--- src/rtl/apb_slave_regfile_if.sv ---
// APB bus bundle shared by the team's master and the register-file completer.
interface apb_slave_regfile_if;
    logic [1:0]  pselx;
    logic        penable;
    logic        pwrite;
    logic [31:0] paddr;
    logic [31:0] pwdata;
    logic        pready;
    logic [31:0] prdata;
    logic        pslverr;

    modport master (
        output pselx, penable, pwrite, paddr, pwdata,
        input  pready, prdata, pslverr
    );

    modport slave (
        input  pselx, penable, pwrite, paddr, pwdata,
        output pready, prdata, pslverr
    );
endinterface

--- src/rtl/apb_slave_regfile.sv ---
// APB completer with a DEPTH x 32-bit register file, programmable wait states
// and a one-cycle registered pready pulse per completed transfer.
module apb_slave_regfile #(
    parameter logic [1:0] SLAVE_ID    = 2'b01,
    parameter int         DEPTH       = 16,
    parameter int         WAIT_CYCLES = 1
) (
    input  logic               pclk,
    input  logic               prst,
    apb_slave_regfile_if.slave apb,
    output logic [15:0]        xfer_count
);
    localparam int         ADDR_W  = $clog2(DEPTH);
    localparam logic [3:0] WAIT_LD = 4'(WAIT_CYCLES);
    localparam bit         NO_WAIT = (WAIT_CYCLES == 0);

    typedef enum logic [1:0] {IDLE, WAIT, RESP, HOLD} state_t;

    state_t              state_q;
    logic [3:0]          wcnt_q;
    logic                wr_q;
    logic [ADDR_W-1:0]   idx_q;
    logic [31:0]         wdata_q;
    logic                err_q;
    logic                pready_q;
    logic [31:0]         prdata_q;
    logic                pslverr_q;
    logic [15:0]         xfer_count_q;
    logic [31:0]         mem_q [DEPTH];

    logic                sel;
    logic                req;
    logic [ADDR_W-1:0]   idx_in;
    logic                err_in;
    logic                go_resp;
    logic                acc_wr_d;
    logic [ADDR_W-1:0]   acc_idx_d;
    logic [31:0]         acc_wdata_d;
    logic                acc_err_d;

    assign sel     = (apb.pselx == SLAVE_ID);
    assign req     = sel & apb.penable;
    assign idx_in  = apb.paddr[ADDR_W+1:2];
    assign err_in  = (apb.paddr[1:0] != 2'b00) | (apb.paddr[31:ADDR_W+2] != '0);
    assign go_resp = req & (((state_q == IDLE) & NO_WAIT) |
                            ((state_q == WAIT) & (wcnt_q == 4'd1)));

    // With no wait states the access completes on the sampling edge itself,
    // so the live bus must be used instead of the (not yet loaded) latches.
    always_comb begin
        if (state_q == IDLE) begin
            acc_wr_d    = apb.pwrite;
            acc_idx_d   = idx_in;
            acc_wdata_d = apb.pwdata;
            acc_err_d   = err_in;
        end else begin
            acc_wr_d    = wr_q;
            acc_idx_d   = idx_q;
            acc_wdata_d = wdata_q;
            acc_err_d   = err_q;
        end
    end

    always_ff @(posedge pclk) begin
        if (prst) begin
            state_q      <= IDLE;
            wcnt_q       <= 4'd0;
            pready_q     <= 1'b0;
            prdata_q     <= 32'd0;
            pslverr_q    <= 1'b0;
            xfer_count_q <= 16'd0;
            for (int i = 0; i < DEPTH; i++) begin
                mem_q[i] <= 32'd0;
            end
        end else begin
            pready_q  <= 1'b0;
            prdata_q  <= 32'd0;
            pslverr_q <= 1'b0;
            case (state_q)
                IDLE: begin
                    if (req) begin
                        wr_q    <= apb.pwrite;
                        idx_q   <= idx_in;
                        wdata_q <= apb.pwdata;
                        err_q   <= err_in;
                        wcnt_q  <= WAIT_LD;
                        state_q <= NO_WAIT ? RESP : WAIT;
                    end
                end
                WAIT: begin
                    if (!req) begin
                        state_q <= IDLE;
                    end else begin
                        wcnt_q <= wcnt_q - 4'd1;
                        if (wcnt_q == 4'd1) begin
                            state_q <= RESP;
                        end
                    end
                end
                RESP: state_q <= HOLD;
                HOLD: begin
                    if (!req) begin
                        state_q <= IDLE;
                    end
                end
                default: state_q <= IDLE;
            endcase

            if (go_resp) begin
                pready_q     <= 1'b1;
                xfer_count_q <= xfer_count_q + 16'd1;
                if (acc_err_d) begin
                    pslverr_q <= 1'b1;
                end else if (acc_wr_d) begin
                    mem_q[acc_idx_d] <= acc_wdata_d;
                end else begin
                    prdata_q <= mem_q[acc_idx_d];
                end
            end
        end
    end

    assign apb.pready  = pready_q;
    assign apb.prdata  = prdata_q;
    assign apb.pslverr = pslverr_q;
    assign xfer_count  = xfer_count_q;
endmodule

--- src/flat_wrapper.sv ---
// flat-port wrapper written by rule: the top's interface ports become plain ports
module apb_slave_regfile_flat 
#(
    parameter logic [1:0] SLAVE_ID    = 2'b01,
    parameter int         DEPTH       = 16,
    parameter int         WAIT_CYCLES = 1
)
  (pclk, prst, xfer_count, apb_pselx, apb_penable, apb_pwrite, apb_paddr, apb_pwdata, apb_pready, apb_prdata, apb_pslverr);
  apb_slave_regfile_if apb_i ();
  input  logic pclk;
  input  logic prst;
  output logic [15:0] xfer_count;
  input wire logic [$bits(apb_i.pselx)-1:0] apb_pselx;
  input wire logic [$bits(apb_i.penable)-1:0] apb_penable;
  input wire logic [$bits(apb_i.pwrite)-1:0] apb_pwrite;
  input wire logic [$bits(apb_i.paddr)-1:0] apb_paddr;
  input wire logic [$bits(apb_i.pwdata)-1:0] apb_pwdata;
  output wire logic [$bits(apb_i.pready)-1:0] apb_pready;
  output wire logic [$bits(apb_i.prdata)-1:0] apb_prdata;
  output wire logic [$bits(apb_i.pslverr)-1:0] apb_pslverr;
  assign apb_i.pselx = apb_pselx;
  assign apb_i.penable = apb_penable;
  assign apb_i.pwrite = apb_pwrite;
  assign apb_i.paddr = apb_paddr;
  assign apb_i.pwdata = apb_pwdata;
  assign apb_pready = apb_i.pready;
  assign apb_prdata = apb_i.prdata;
  assign apb_pslverr = apb_i.pslverr;
  apb_slave_regfile #(.SLAVE_ID(SLAVE_ID), .DEPTH(DEPTH), .WAIT_CYCLES(WAIT_CYCLES)) u_core (.pclk(pclk), .prst(prst), .apb(apb_i), .xfer_count(xfer_count));
endmodule
--- config.mk ---
export PLATFORM = sky130hd
export DESIGN_NAME = apb_slave_regfile_flat
export DESIGN_NICKNAME = d
export VERILOG_FILES = /design/src/rtl/apb_slave_regfile_if.sv /design/src/rtl/apb_slave_regfile.sv /design/src/flat_wrapper.sv
export SDC_FILE = /design/constraint.sdc
export NUM_CORES = 1
export LEC_CHECK = 0
export ABC_AREA = 0
export CORE_MARGIN = 5
export CORE_UTILIZATION = 36
export CTS_BUF_LIST = sky130_fd_sc_hd__clkbuf_8
export CTS_CLUSTER_SIZE = 8
export DETAILED_ROUTE_END_ITERATION = 8
export GPL_ROUTABILITY_DRIVEN = 0
export PLACE_DENSITY_LB_ADDON = 0.05
export SLEW_MARGIN = 0
export SYNTH_ARGS = -nofsm -noshare
export SYNTH_HDL_FRONTEND = slang
export SYNTH_SLANG_ARGS = --single-unit
--- constraint.sdc ---
create_clock -name pclk -period 13.8 [get_ports pclk]
set_input_delay 3.45 -clock pclk [delete_from_list [all_inputs] [get_ports pclk]]
set_output_delay 3.45 -clock pclk [all_outputs]
set_load 0.005 [all_outputs]
# Word-level counts from Yosys, hierarchy flattened
# Memories as Yosys holds them, arrays and structs flattened. A register that Yosys moved wholly into a read port is not among the register bits.
# Cells that the tools add are included.
[classes]
bitwise = 6
mux = 24
addsub = 2
n_reduce_logical = 10
n_eq_ne = 9
[op_table]
columns = ["operator", "n"]
rows = [
  ["$mux W32", 2],
  ["$reduce_or A32 Y1", 1],
  ["$reduce_bool A26 Y1", 1],
  ["$add A16 B1 Y16 const B", 1],
  ["$mux W4", 4],
  ["$mux W1", 12],
  ["$reduce_and A3 Y1", 3],
  ["$mux W2", 4],
  ["$pmux W2 S4", 1],
  ["$pmux W4 S2", 1],
  ["$eq A2 B1 Y1 const B", 2],
  ["$eq A2 B2 Y1 const B", 2],
  ["$eq A4 B1 Y1 const B", 1],
  ["$ne A2 B1 Y1 const B", 2],
  ["$reduce_bool A2 Y1", 2],
  ["$reduce_or A4 Y1", 1],
  ["$sub A4 B1 Y4 const B", 1],
  ["$and A1 B1 Y1", 3],
  ["$ne A3 B3 Y1 const B", 1],
  ["$logic_not A2 Y1", 1],
  ["$ne A2 B2 Y1 const B", 1],
  ["$not A1 Y1", 2],
  ["$reduce_or A2 Y1", 1],
  ["$or A1 B1 Y1", 1],
]
[totals]
in_bits = 70
elab_cells = 61
output_inout_bits = 50
regBits = 62
memories = 1
ram_bits = 512
[mem_list]
columns = ["memory", "words", "width", "rd", "rd_ports_with_merged_regs", "wr", "line_no", "rtl"]
rows = [
  ["u_core.mem_q", 16, 32, 1, 1, 16, "apb_slave_regfile.sv:29", "logic [31:0] mem_q [DEPTH];"],
]

# Logic depth before layout (Yosys ltp)
# Gate-level depths: netlist (run 1).
[logic_depth]
word_depth = 9
ltp_mapped = 10
depth_no_buf = 8

# Least setup slack after synthesis (run 1)
# No wires, ideal clock.
[synth_path]
kind = "input to register"
startpoint = "input port apb_pselx[1]"
endpoint = "register u_core.err_q, enable pin"
setup_ps = 480
path_buffers = 0
required_ps = 13320
arrival_time_ps = 6370
path_slack_ps = 6949
cell_stages = 2
cell_sequence = "nand3b_1 > nor3_1"
[synth_via]
elab_chain_len = 3
[synth_rtl]
columns = ["item", "line_no", "rtl"]
rows = [
  ["start: declaration", "flat_wrapper.sv:13", "input wire logic [$bits(apb_i.pselx)-1:0] apb_pselx;"],
  ["$eq A2 B1 Y1", "apb_slave_regfile.sv:41", "assign sel = (apb.pselx == SLAVE_ID);"],
  ["$and A1 B1 Y1", "apb_slave_regfile.sv:42", "assign req = sel & apb.penable;"],
  ["$reduce_and A3 Y1 (no source line)", "--", ""],
  ["end signal: assignment", "apb_slave_regfile.sv:85", "err_q <= err_in;"],
  ["end: declaration", "apb_slave_regfile.sv:24", "logic err_q;"],
]
# No other way between the ends.
# A chain may end at the register's enable or synchronous reset.

==> flow_metrics.py, run 1 <==
metrics = {
    "synth": {
        "synthCells": 2105,
        "syn_area_per_cell_um2": 11.9,
        "synth-edff-count": 550,
        "syn-num-nets": 2178,
        "synth_flop_cell": "edfxtp_1",
        "synth_seq_cells": 606,
        "syn_area_um2": 25000,
        "async_reset_ff_frac": 0,
        "synth_cell_type_count": 46,
        "yosysWarningCount": 0,
        "ys_seq_area_frac": 0.705,
    },
    "timing": {
        "fin_setup_tns_ns": 0,
        "finClkSkew_ns": 0.0291,
        "hold_ws_ns": 0.500,
        "clock.fmax_mhz": 143,
        "relSlewSlack": 0.155,
        "setup_viol": 0,
        "worstMarginPinSlew_ns": 1.27,
        "rsz0062_at_grt": "false",
        "min_period_ns": 6.99,
        "fin_ws_ns": 6.81,
        "slew_violations": 0,
        "finalCritPeriodShare": 0.507,
        "hold_viol": 0,
    },
    "clock_tree": {
        "cts_buffers": 107,
        "cts_tree": "done",
        "clockBufferDepth": 3,
        "insertion_delay_ns": 0.69,
        "cts_root_buffer": "clkbuf_8",
        "htree_levels": 3,
        "clk_pin_slew_ns": 0.06,
        "clkSinkCount": 606,
        "holdBufCountCts": 0,
        "post-cts-setup-buffer-count": 0,
        "cts_resized": 0,
    },
    "critical_path": {
        "cp_max_fo": 68,
        "critPathBufInv": 3,
        "path_class": "input port to flop",
        "crit_path_end_kind": "flop",
        "worstSetupStartpointType": "input port",
        "crit_arrival_ns": 7.29,
        "cp_top_family": "simple AND/OR/NAND/NOR gates",
        "slowest_stage": "buf_4",
        "crit_top_cell": "buf_4",
        "slowest_delay_ns": 0.62,
        "crit_chain": "clkdlybuf4s50_1, nand3b_1, nor4_1, and3_1, nand2_4, buf_4, o21bai_4, buf_4",
        "required_ns": 14.10,
    },
    "drt": {
        "drc_errors": 0,
        "drt-total-wl_um": 76600,
        "ant_nets": 0,
        "first_pass_iters": 5,
        "vias_per_cell": 5.31,
        "vias": 17200,
        "avgRoutedWirePerCell_um": 23.6,
        "drtIter0Drc": 1445,
    },
    "outcome": {
        "outcome": "finished clean",
    },
    "placement": {
        "placed_cell_area_um2": 27200,
        "post-place-ws_ns": 6.12,
        "dp_hpwl_um": 43900,
        "placed_cells": 3039,
        "port_buffers": 119,
    },
    "global_routing": {
        "first_global_vias": 17700,
        "overflow": 0,
        "grt_max_degree": 162,
        "grtUsageTotal": 0.201,
        "grt_pass1_wl_um": 114000,
        "antenna_found_initial": 2,
    },
    "power": {
        "swShare": 0.247,
        "powerDensity_nw_per_um2": 133,
        "pwr-share-clk": 0.398,
        "power.internal_mw": 2.92,
        "peakVddDrop_v": 0.0000581,
        "seq_power_share": 0.533,
        "p_leak_nw": 9.54,
        "combPwrFrac": 0.069,
        "total_power_mw": 3.88,
        "switchingPower_uw": 959,
    },
    "die": {
        "die_area_um2": 74800,
        "rows": 96,
        "die_x_um": 274,
        "die_y_um": 274,
        "ios": 120,
        "start_util": 0.364,
        "core_region_area_um2": 68700,
    },
    "finish": {
        "layout_commonest_cell": "nor2_1",
        "area_delta_synth_final_pct": 16.9,
        "final_area_um2": 29200,
        "final_cell_mix": "568 x nor2_1, 550 x edfxtp_1, 257 x a22oi_1",
        "fin_nets": 2290,
        "final_core_util": 0.425,
        "drive_gt1_frac": 0.0870,
        "final_cells": 3242,
    },
    "min_path": {
        "worst_hold_path_type": "flop to flop",
    },
    "run": {
        "cap_violations": 0,
    },
}
-- registers in the layout, summed over array words and instances, names as in the netlist, named ones only --
name                cells
u_core.mem_q          512
u_core.apb.pready       1
u_core.apb.prdata      32
u_core.apb.pslverr      1
u_core.xfer_count      16
u_core.wdata_q         32
u_core.wcnt_q           4
u_core.state_q          1
u_core.wr_q             1
u_core.idx_q            4
u_core.err_q            1
-- worst min-delay path: stages (launching register included) --
cell	delay [ns]
dfxtp_1	0.32
o21ai_0	0.07
a21oi_1	0.06
-- power groups by stage --
stage          registers [mW]  clock network (mW)  logic (mW)
2_1_floorplan            2.10                   0       0.145
3_3_place_gp             2.10                   0       0.273
3_5_place_dp             2.10                   0       0.272
4_1_cts                  2.07                1.59       0.273
5_1_grt                  2.07                1.68       0.289
6_report                 2.07                1.54       0.269
-- path summary, 6_finish.rpt --
kind              slack, ns                               start  cells past startpoint                                 end
setup / recovery       6.81                        apb_pselx[1]                      8   u_core.mem_q[10][4]$_SDFFCE_PN0P_
hold / removal         0.50  u_core.xfer_count[11]$_SDFFE_PP0N_                      2  u_core.xfer_count[11]$_SDFFE_PP0N_
setup reg to reg       8.88      u_core.state_q[0]$_SDFFE_PP0P_                     10   u_core.mem_q[2][23]$_SDFFCE_PN0P_
hold reg to reg        0.50  u_core.xfer_count[11]$_SDFFE_PP0N_                      2  u_core.xfer_count[11]$_SDFFE_PP0N_
-- cell usage after synthesis (4+ instances only) --
| cell | instances | area [µm²] |
|---|---|---|
| nand3_1 | 9 | 45.0 |
| a21oi_1 | 136 | 681 |
| o21ai_0 | 6 | 30.0 |
| buf_1 | 6 | 22.5 |
| o21bai_1 | 16 | 120 |
| buf_2 | 83 | 415 |
| nor3_1 | 5 | 25.0 |
| nand2_1 | 240 | 901 |
| a22oi_1 | 257 | 1930 |
| edfxtp_1 | 550 | 16500 |
| inv_1 | 7 | 26.3 |
| dfxtp_1 | 56 | 1120 |
| nor4_1 | 42 | 263 |
| a31oi_1 | 4 | 25.0 |
| xnor2_1 | 7 | 61.3 |
| or3_1 | 4 | 25.0 |
| nor2_1 | 568 | 2130 |
| clkbuf_1 | 53 | 199 |
| buf_4 | 11 | 82.6 |
| xor2_1 | 4 | 35.0 |
-- layout make-up --
class	instances	area [µm²]
Multi-Input combinational cell	1338	6930
Tap cell	931	1160
Inverter	7	26.3
Antenna cell	1	2.50
Fill cell	6676	39500
Sequential cell	606	17600
Clock inverter	88	414
Clock buffer	114	1570
Timing Repair Buffer	157	1490
-- logic make-up after synthesis --
logic type	Yosys count	share of synthesized area
simple gates	890	0.143
flops	606	0.705
compound gates	432	0.116
buf+inv	161	0.0303
xor+xnor	11	0.00385
fa+ha+maj	3	0.00150
mux	2	0.000801
-- metal layers --
metal,global-route usage,vias to the layer above,part of all wire
met5,0,-,0
met3,0.0301,104,0.060
met2,0.319,559,0.46
li1,-,7905,-
met1,0.291,8631,0.46
met4,0.0540,0,0.020
Note: power is estimated with default switching activity, not from simulation.
==> run 2, diff against run 1 <==
==> constraint.sdc (replaced) <==
create_clock -name pclk -period 6.7 [get_ports pclk]
set_input_delay 1.675 -clock pclk [delete_from_list [all_inputs] [get_ports pclk]]
set_output_delay 1.675 -clock pclk [all_outputs]
set_load 0.005 [all_outputs]
==> run 2 against run 1 <==
  * Critical path depth unchanged
  * Die area stayed put
  * Clock power increased by 100%
  * Sequential power rose by 110%
  * Setup slack got worse by 4.7 ns
  * Sequential cell count did not move
  * Critical endpoint is now u_core.mem_q[8][22]$_SDFFCE_PN0P_
  * Critical path type unchanged
  * First-iteration DRC count fell by 3.3%
  * Sequential share of layout area fell by 0.075 points
  * Utilization is 0.053 points higher
  * Register-to-register slack lost 6.5 ns
  * Total power rose by 100%
  * Largest power group unchanged
  * Non-clock buffer count increased by 4
==> flow_metrics.py, run 2 (synthesis gave the netlist of run 1 again) <==
metrics = {
    "global_routing": {
        "antenna_found_initial": 1,
        "grtUsageTotal": 0.208,
        "overflow": 0,
        "grt_max_degree": 161,
        "first_global_vias": 17900,
        "grt_pass1_wl_um": 117000,
    },
    "critical_path": {
        "crit_path_end_kind": "flop",
        "crit_arrival_ns": 4.99,
        "cp_max_fo": 76,
        "worstSetupStartpointType": "input port",
        "required_ns": 7.11,
        "path_class": "input port to flop",
    },
    "drt": {
        "vias": 17400,
        "drt-total-wl_um": 79300,
        "avgRoutedWirePerCell_um": 24.5,
        "vias_per_cell": 5.37,
        "drtIter0Drc": 1397,
        "drc_errors": 0,
        "ant_nets": 0,
        "first_pass_iters": 6,
    },
    "timing": {
        "rsz0062_at_grt": "false",
        "setup_viol": 0,
        "finalCritPeriodShare": 0.683,
        "relSlewSlack": 0.274,
        "hold_viol": 0,
        "min_period_ns": 4.57,
        "clock.fmax_mhz": 219,
        "fin_ws_ns": 2.13,
        "worstMarginPinSlew_ns": 1.09,
        "finClkSkew_ns": 0.0282,
        "slew_violations": 0,
        "fin_setup_tns_ns": 0,
    },
    "finish": {
        "nFillCells": 6574,
        "fin_nets": 2293,
        "final_cell_mix": "568 x nor2_1, 550 x edfxtp_1, 257 x a22oi_1",
        "area_delta_synth_final_pct": 17.0,
        "final_cells": 3243,
        "largest_register_ffs": 512,
        "largest_register": "u_core.mem_q",
        "layout_commonest_cell": "nor2_1",
        "drive_gt1_frac": 0.0878,
    },
    "clock_tree": {
        "cts_buffers": 106,
        "htree_levels": 3,
        "clkSinkCount": 606,
        "post-cts-setup-buffer-count": 0,
        "cts_resized": 0,
        "cts_root_buffer": "clkbuf_8",
        "cts_tree": "done",
        "holdBufCountCts": 0,
        "clk_pin_slew_ns": 0.06,
        "clockBufferDepth": 3,
        "insertion_delay_ns": 0.69,
    },
    "placement": {
        "placed_cells": 3043,
        "post-place-ws_ns": 1.37,
        "port_buffers": 119,
        "dp_hpwl_um": 40800,
    },
    "outcome": {
        "outcome": "finished clean",
    },
    "power": {
        "powerDensity_nw_per_um2": 270,
        "peakVddDrop_v": 0.000117,
        "p_leak_nw": 9.57,
    },
    "die": {
        "ios": 120,
        "core_region_area_um2": 68700,
        "rows": 96,
        "die_area_um2": 74800,
        "die_y_um": 274,
        "start_util": 0.364,
        "die_x_um": 274,
    },
    "run": {
        "cap_violations": 0,
    },
    "min_path": {
        "worst_hold_path_type": "flop to flop",
    },
}
-- run 2: path summary, 6_finish.rpt --
path,from,endpoint,slack [ns],depth (start not counted)
max,prst,u_core.mem_q[8][22]$_SDFFCE_PN0P_,2.13,8
min,u_core.wcnt_q[3]$_SDFFE_PP0P_,u_core.wcnt_q[3]$_SDFFE_PP0P_,0.51,2
max reg2reg,u_core.state_q[0]$_SDFFE_PP0P_,u_core.mem_q[8][22]$_SDFFCE_PN0P_,2.36,9
min reg2reg,u_core.wcnt_q[3]$_SDFFE_PP0P_,u_core.wcnt_q[3]$_SDFFE_PP0P_,0.51,2
-- run 2: cell type report --
type                            instances  area (µm²)  share of cell area
Antenna cell                            1        2.50           0.0000855
Clock buffer                          113        1560              0.0531
Clock inverter                         86         359              0.0123
Inverter                                7        26.3            0.000898
Multi-Input combinational cell       1338        6930               0.237
Sequential cell                       606       17600               0.603
Tap cell                              931        1160              0.0398
Timing Repair Buffer                  161        1590              0.0545
-- run 2: metrics by stage --
stage / utilization / hold WS (ns) / cell area (µm²) / total power, mW
finish: 0.426 / 0.506 / 29300 / 7.91
global route: 0.426 / 0.533 / 29300 / 8.23
CTS: 0.426 / 0.510 / 29300 / 8.01
detailed placement: 0.398 / 0.498 / 27300 / 4.90
global placement: 0.398 / 0.482 / 27300 / 4.90
floorplan: - / 0.467 / 25000 / 4.63
-- run 2: per-layer routing --
metal  global-route usage  vias to the layer above  share of wire
met5                    0                        -              0
met4               0.0584                        0          0.021
met3               0.0351                      110          0.060
met2                0.333                      596           0.47
met1                0.296                     8797           0.45
li1                     -                     7910              -
-- run 2: critical path, stage by stage --
cell and delay, ns:
clkdlybuf4s50_1 0.45, buf_4 0.37, nor4_1 0.14, and3_1 0.35, nand2_4 0.34, buf_4 0.86
buf_4 0.61, nor2_1 0.13
-- run 2: where the power goes --
part | internal, mW | total, mW | switching (mW)
clock | 1.55 | 3.09 | 1.54
sequential | 4.22 | 4.26 | 0.0346
combinational | 0.148 | 0.561 | 0.413
==> run 3, diff against run 2 <==
==> constraint.sdc (replaced) <==
create_clock -name pclk -period 4.6 [get_ports pclk]
set_input_delay 1.15 -clock pclk [delete_from_list [all_inputs] [get_ports pclk]]
set_output_delay 1.15 -clock pclk [all_outputs]
set_load 0.005 [all_outputs]
==> run 3 against run 2 <==
  * Via count is 0.82% lower
  * Combinational power is 49% higher
  * Die area did not move
  * Routed wire length is 3.4% lower
  * Non-clock buffer count rose by 18
  * Count of clock-buffer cells in the layout rose by 14
  * Utilization increased by 0.64 points
  * Critical endpoint is now u_core.apb.prdata[4]$_SDFF_PP0_
==> flow_metrics.py, run 3 (synthesis gave the netlist of run 1 again) <==
metrics = {
    "outcome": {
        "outcome": "finished clean",
    },
    "finish": {
        "largest_register": "u_core.mem_q",
        "largest_register_ffs": 512,
        "layout_commonest_cell": "nor2_1",
        "final_area_um2": 29700,
        "fin_nets": 2313,
        "final_cell_mix": "568 x nor2_1, 550 x edfxtp_1, 257 x a22oi_1",
        "final_cells": 3266,
        "area_delta_synth_final_pct": 18.8,
        "drive_gt1_frac": 0.0990,
    },
    "critical_path": {
        "cp_max_fo": 33,
        "slowest_delay_ns": 0.82,
        "crit_arrival_ns": 3.92,
        "crit_chain": "or2_2, nor3_1, a31oi_4, buf_4, a21oi_1, nor4_1, buf_4, nor2_1",
        "reg2reg_setup_slack_ns": 1.23,
        "crit_top_cell": "buf_4",
        "path_class": "flop to flop",
        "required_ns": 5.15,
        "worst_r2r_endpoint": "u_core.apb.prdata[4]$_SDFF_PP0_",
        "slowest_stage": "or2_2",
        "crit_path_end_kind": "flop",
        "reg2reg_depth": 8,
        "cp_top_family": "simple AND/OR/NAND/NOR gates",
        "r2r_start": "u_core.state_q[0]$_SDFFE_PP0P_",
        "crit_start": "u_core.state_q[0]$_SDFFE_PP0P_",
        "critPathBufInv": 2,
        "worstSetupStartpointType": "flop",
    },
    "die": {
        "die_area_um2": 74800,
        "rows": 96,
        "core_region_area_um2": 68700,
        "start_util": 0.364,
        "die_y_um": 274,
        "ios": 120,
        "die_x_um": 274,
    },
    "placement": {
        "dp_hpwl_um": 43900,
        "placed_cell_area_um2": 27600,
        "post-place-ws_ns": 0.597,
        "placed_cells": 3061,
        "port_buffers": 119,
    },
    "drt": {
        "vias": 17300,
        "ant_nets": 0,
        "drc_errors": 0,
        "avgRoutedWirePerCell_um": 23.5,
        "drt-total-wl_um": 76600,
        "drtIter0Drc": 1567,
        "vias_per_cell": 5.29,
        "first_pass_iters": 6,
    },
    "timing": {
        "hold_viol": 0,
        "relSlewSlack": 0.304,
        "setup_viol": 0,
        "finalCritPeriodShare": 0.733,
        "rsz0062_at_grt": "false",
        "clock.fmax_mhz": 297,
        "worstMarginPinSlew_ns": 1.04,
        "slew_violations": 0,
        "finClkSkew_ns": 0.0187,
        "min_period_ns": 3.37,
        "fin_setup_tns_ns": 0,
        "fin_ws_ns": 1.23,
    },
    "clock_tree": {
        "holdBufCountCts": 0,
        "clockBufferDepth": 3,
        "htree_levels": 3,
        "clk_pin_slew_ns": 0.06,
        "clkSinkCount": 606,
        "post-cts-setup-buffer-count": 0,
        "cts_root_buffer": "clkbuf_8",
        "cts_tree": "done",
        "cts_resized": 0,
        "insertion_delay_ns": 0.71,
        "cts_buffers": 108,
    },
    "power": {
        "peakVddDrop_v": 0.000193,
        "powerDensity_nw_per_um2": 397,
        "total_power_mw": 11.8,
        "p_leak_nw": 9.79,
    },
    "global_routing": {
        "grt_max_degree": 161,
        "first_global_vias": 17600,
        "grtUsageTotal": 0.201,
        "grt_pass1_wl_um": 113000,
        "antenna_found_initial": 1,
        "overflow": 0,
    },
    "min_path": {
        "hold_path_depth": 2,
        "hold_path_end": "u_core.xfer_count[11]$_SDFFE_PP0N_",
        "worst_hold_startpoint": "u_core.xfer_count[11]$_SDFFE_PP0N_",
        "worst_hold_path_type": "flop to flop",
    },
    "run": {
        "cap_violations": 0,
    },
}
## run 3: cell types whose count changed in the layout (fill, tap and decap cells not counted)
cell,previous run,this run
clkinv_2,9,4
inv_1,61,62
clkinvlp_4,2,1
inv_8,1,3
buf_12,7,18
buf_4,35,42
clkinv_1,18,12
clkbuf_8,113,127
## run 3: per-layer routing
| metal | vias up | routed length, µm | GRT usage |
|---|---|---|---|
| met5 | - | 0 | 0 |
| met4 | 0 | 1810 | 0.0552 |
| met3 | 127 | 3950 | 0.0373 |
| met2 | 514 | 35300 | 0.315 |
| met1 | 8668 | 35600 | 0.290 |
| li1 | 7961 | - | - |
## run 3: layout make-up
class,count,area (µm²)
multi-input cells,1338,6930
clock inverters,77,330
diodes,1,2.50
fillers,6546,39000
well taps,931,1160
inverters,7,26.3
flip-flops and latches,606,17600
clock buffers,127,1750
repair buffers,179,1870
## run 3: worst max path at each step
stage	to	cells after the start
after detailed placement	u_core.mem_q[8][5]$_SDFFCE_PN0P_	8
after CTS	u_core.mem_q[13][29]$_SDFFCE_PN0P_	7
final	u_core.apb.prdata[4]$_SDFF_PP0_	8
after global routing	u_core.apb.prdata[4]$_SDFF_PP0_	8
after floorplan	u_core.err_q$_DFFE_PP_	2
after global placement	u_core.mem_q[8][31]$_SDFFCE_PN0P_	8
## run 3: metrics by stage
step	hold slack (ns)	util
floorplan	0.467	-
global placement	0.488	0.402
detailed placement	0.495	0.402
CTS	0.507	0.432
global route	0.537	0.432
finish	0.503	0.432
## run 3: tightest hold or removal path: stages (launching register included)
cell     delay [ns]
dfxtp_1        0.32
o21ai_0        0.07
a21oi_1        0.06
## run 3: power by group
part / switching (mW) / internal (mW)
sequential: 0.0479 / 6.15
clock: 2.26 / 2.51
combinational: 0.597 / 0.239
total: 2.91 / 8.89
==> variant, RTL diff (flow settings as in run 1) <==
`DEPTH` is set to 16 in 2 places; all go to 8.
--- a/src/rtl/apb_slave_regfile.sv
+++ b/src/rtl/apb_slave_regfile.sv
@@ -2,7 +2,7 @@
 // and a one-cycle registered pready pulse per completed transfer.
 module apb_slave_regfile #(
     parameter logic [1:0] SLAVE_ID    = 2'b01,
-    parameter int         DEPTH       = 16,
+    parameter int         DEPTH       = 8,
     parameter int         WAIT_CYCLES = 1
 ) (
     input  logic               pclk,
--- a/src/flat_wrapper.sv
+++ b/src/flat_wrapper.sv
@@ -2,7 +2,7 @@
 module apb_slave_regfile_flat 
 #(
     parameter logic [1:0] SLAVE_ID    = 2'b01,
-    parameter int         DEPTH       = 16,
+    parameter int         DEPTH       = 8,
     parameter int         WAIT_CYCLES = 1
 )
   (pclk, prst, xfer_count, apb_pselx, apb_penable, apb_pwrite, apb_paddr, apb_pwdata, apb_pready, apb_prdata, apb_pslverr);
Behaviour: not the same (Yosys sat finds a counterexample within 4 cycles, from zero or initial values and one cycle with prst high).
==> variant against run 1 <==
- clock power down 44%
- area after synthesis shrank 42%
- setup slack improved by 0.0034 ns
- sequential cell count is 257 lower
- sequential share of layout area is 3.2 points lower
- cell area down 41%
- routed wire length decreased by 38%
- total power is 43% lower
==> variant: results (changes against run 1) <==
status finished, final reports clean; crit path from apb_paddr[8]; Clock power frac 0.392 (-0.006); slowest cell on the critical path o31ai_4; Post-synth top cells 293 x edfxtp_1, 275 x nor2_1, 85 x nand2_1; Worst Skew 0.0334 ns (+0.00423 ns); Worst-Skew Late Latency 0.65 ns (-0.04 ns); CTS Buf Count 59 (-45%); Synth area leaders edfxtp_1 61%, dfxtp_1 7.7%, nor2_1 7.1%; final worst setup slack 6.81 ns (+0.00344 ns); critical path capture point u_core.mem_q[2][9]$_SDFFCE_PN0P_; layout filler cell count 3,684 (-45%); Reg2Reg Setup Slack 8.96 ns (+0.08 ns); Max VDD drop 66.5 uV (+14%); number of global-route vias before repair 9,488 (-46%); nets@finish 1,327 (-42%); dpl cell area 16,300 um2 (-40%); Switching Share 0.248 (+0.000615); mux cell area share after synthesis 0.0622 (+0.0614); DR pass1 iterations 7 (+2); DRT iter0 DRCs 939 (-35%); Hold Crit Start u_core.wcnt_q[1]$_SDFFE_PP0P_; Seq/Total Area, Yosys 0.685 (-0.0206); GRT Resource Usage Total 0.211 (+0.00947); compound-gate portion of the synthesized area 0.0768 (-0.0390); number of synthesized flops with an enable pin 293 (-47%); Hold Path End u_core.wcnt_q[1]$_SDFFE_PP0P_; synth unique cells 58 (+26%); mean post-synth cell area 13.0 um2 (+9.2%); RR Endpoint u_core.mem_q[4][11]$_SDFFCE_PN0P_; largest net degree at the start of global routing 43 (-73%); syn nets 1,190 (-45%); crit path DAT 7.25 ns (-0.04 ns); share of cells above drive strength 1 0.130 (+0.0426); H-tree levels 2 (-1)
==> variant: changes by cell type after synthesis, moves of 33 or more <==
cell,run 1,this run
mux2i_1,2,72
nand2_1,240,85
nor2_1,568,275
clkbuf_1,53,12
nor4_1,42,9
buf_2,83,38
a22oi_1,257,29
a21oi_1,136,44
edfxtp_1,550,293
==> variant: metal layers <==
layer | global-route usage | wire length, um
met1 | 0.306 | 21500
met2 | 0.316 | 20800
met3 | 0.0417 | 3330
met4 | 0.0747 | 1730
met5 | 0 | 0
==> variant: final cells by class <==
| type | instances | area share |
|---|---|---|
| antenna | 1 | 0.000144 |
| tap | 525 | 0.0379 |
| clock buffer | 66 | 0.0524 |
| clock inverter | 45 | 0.0108 |
| inverter | 6 | 0.00130 |
| multi-input combinational | 696 | 0.247 |
| sequential | 349 | 0.572 |
| timing repair buffer | 142 | 0.0786 |
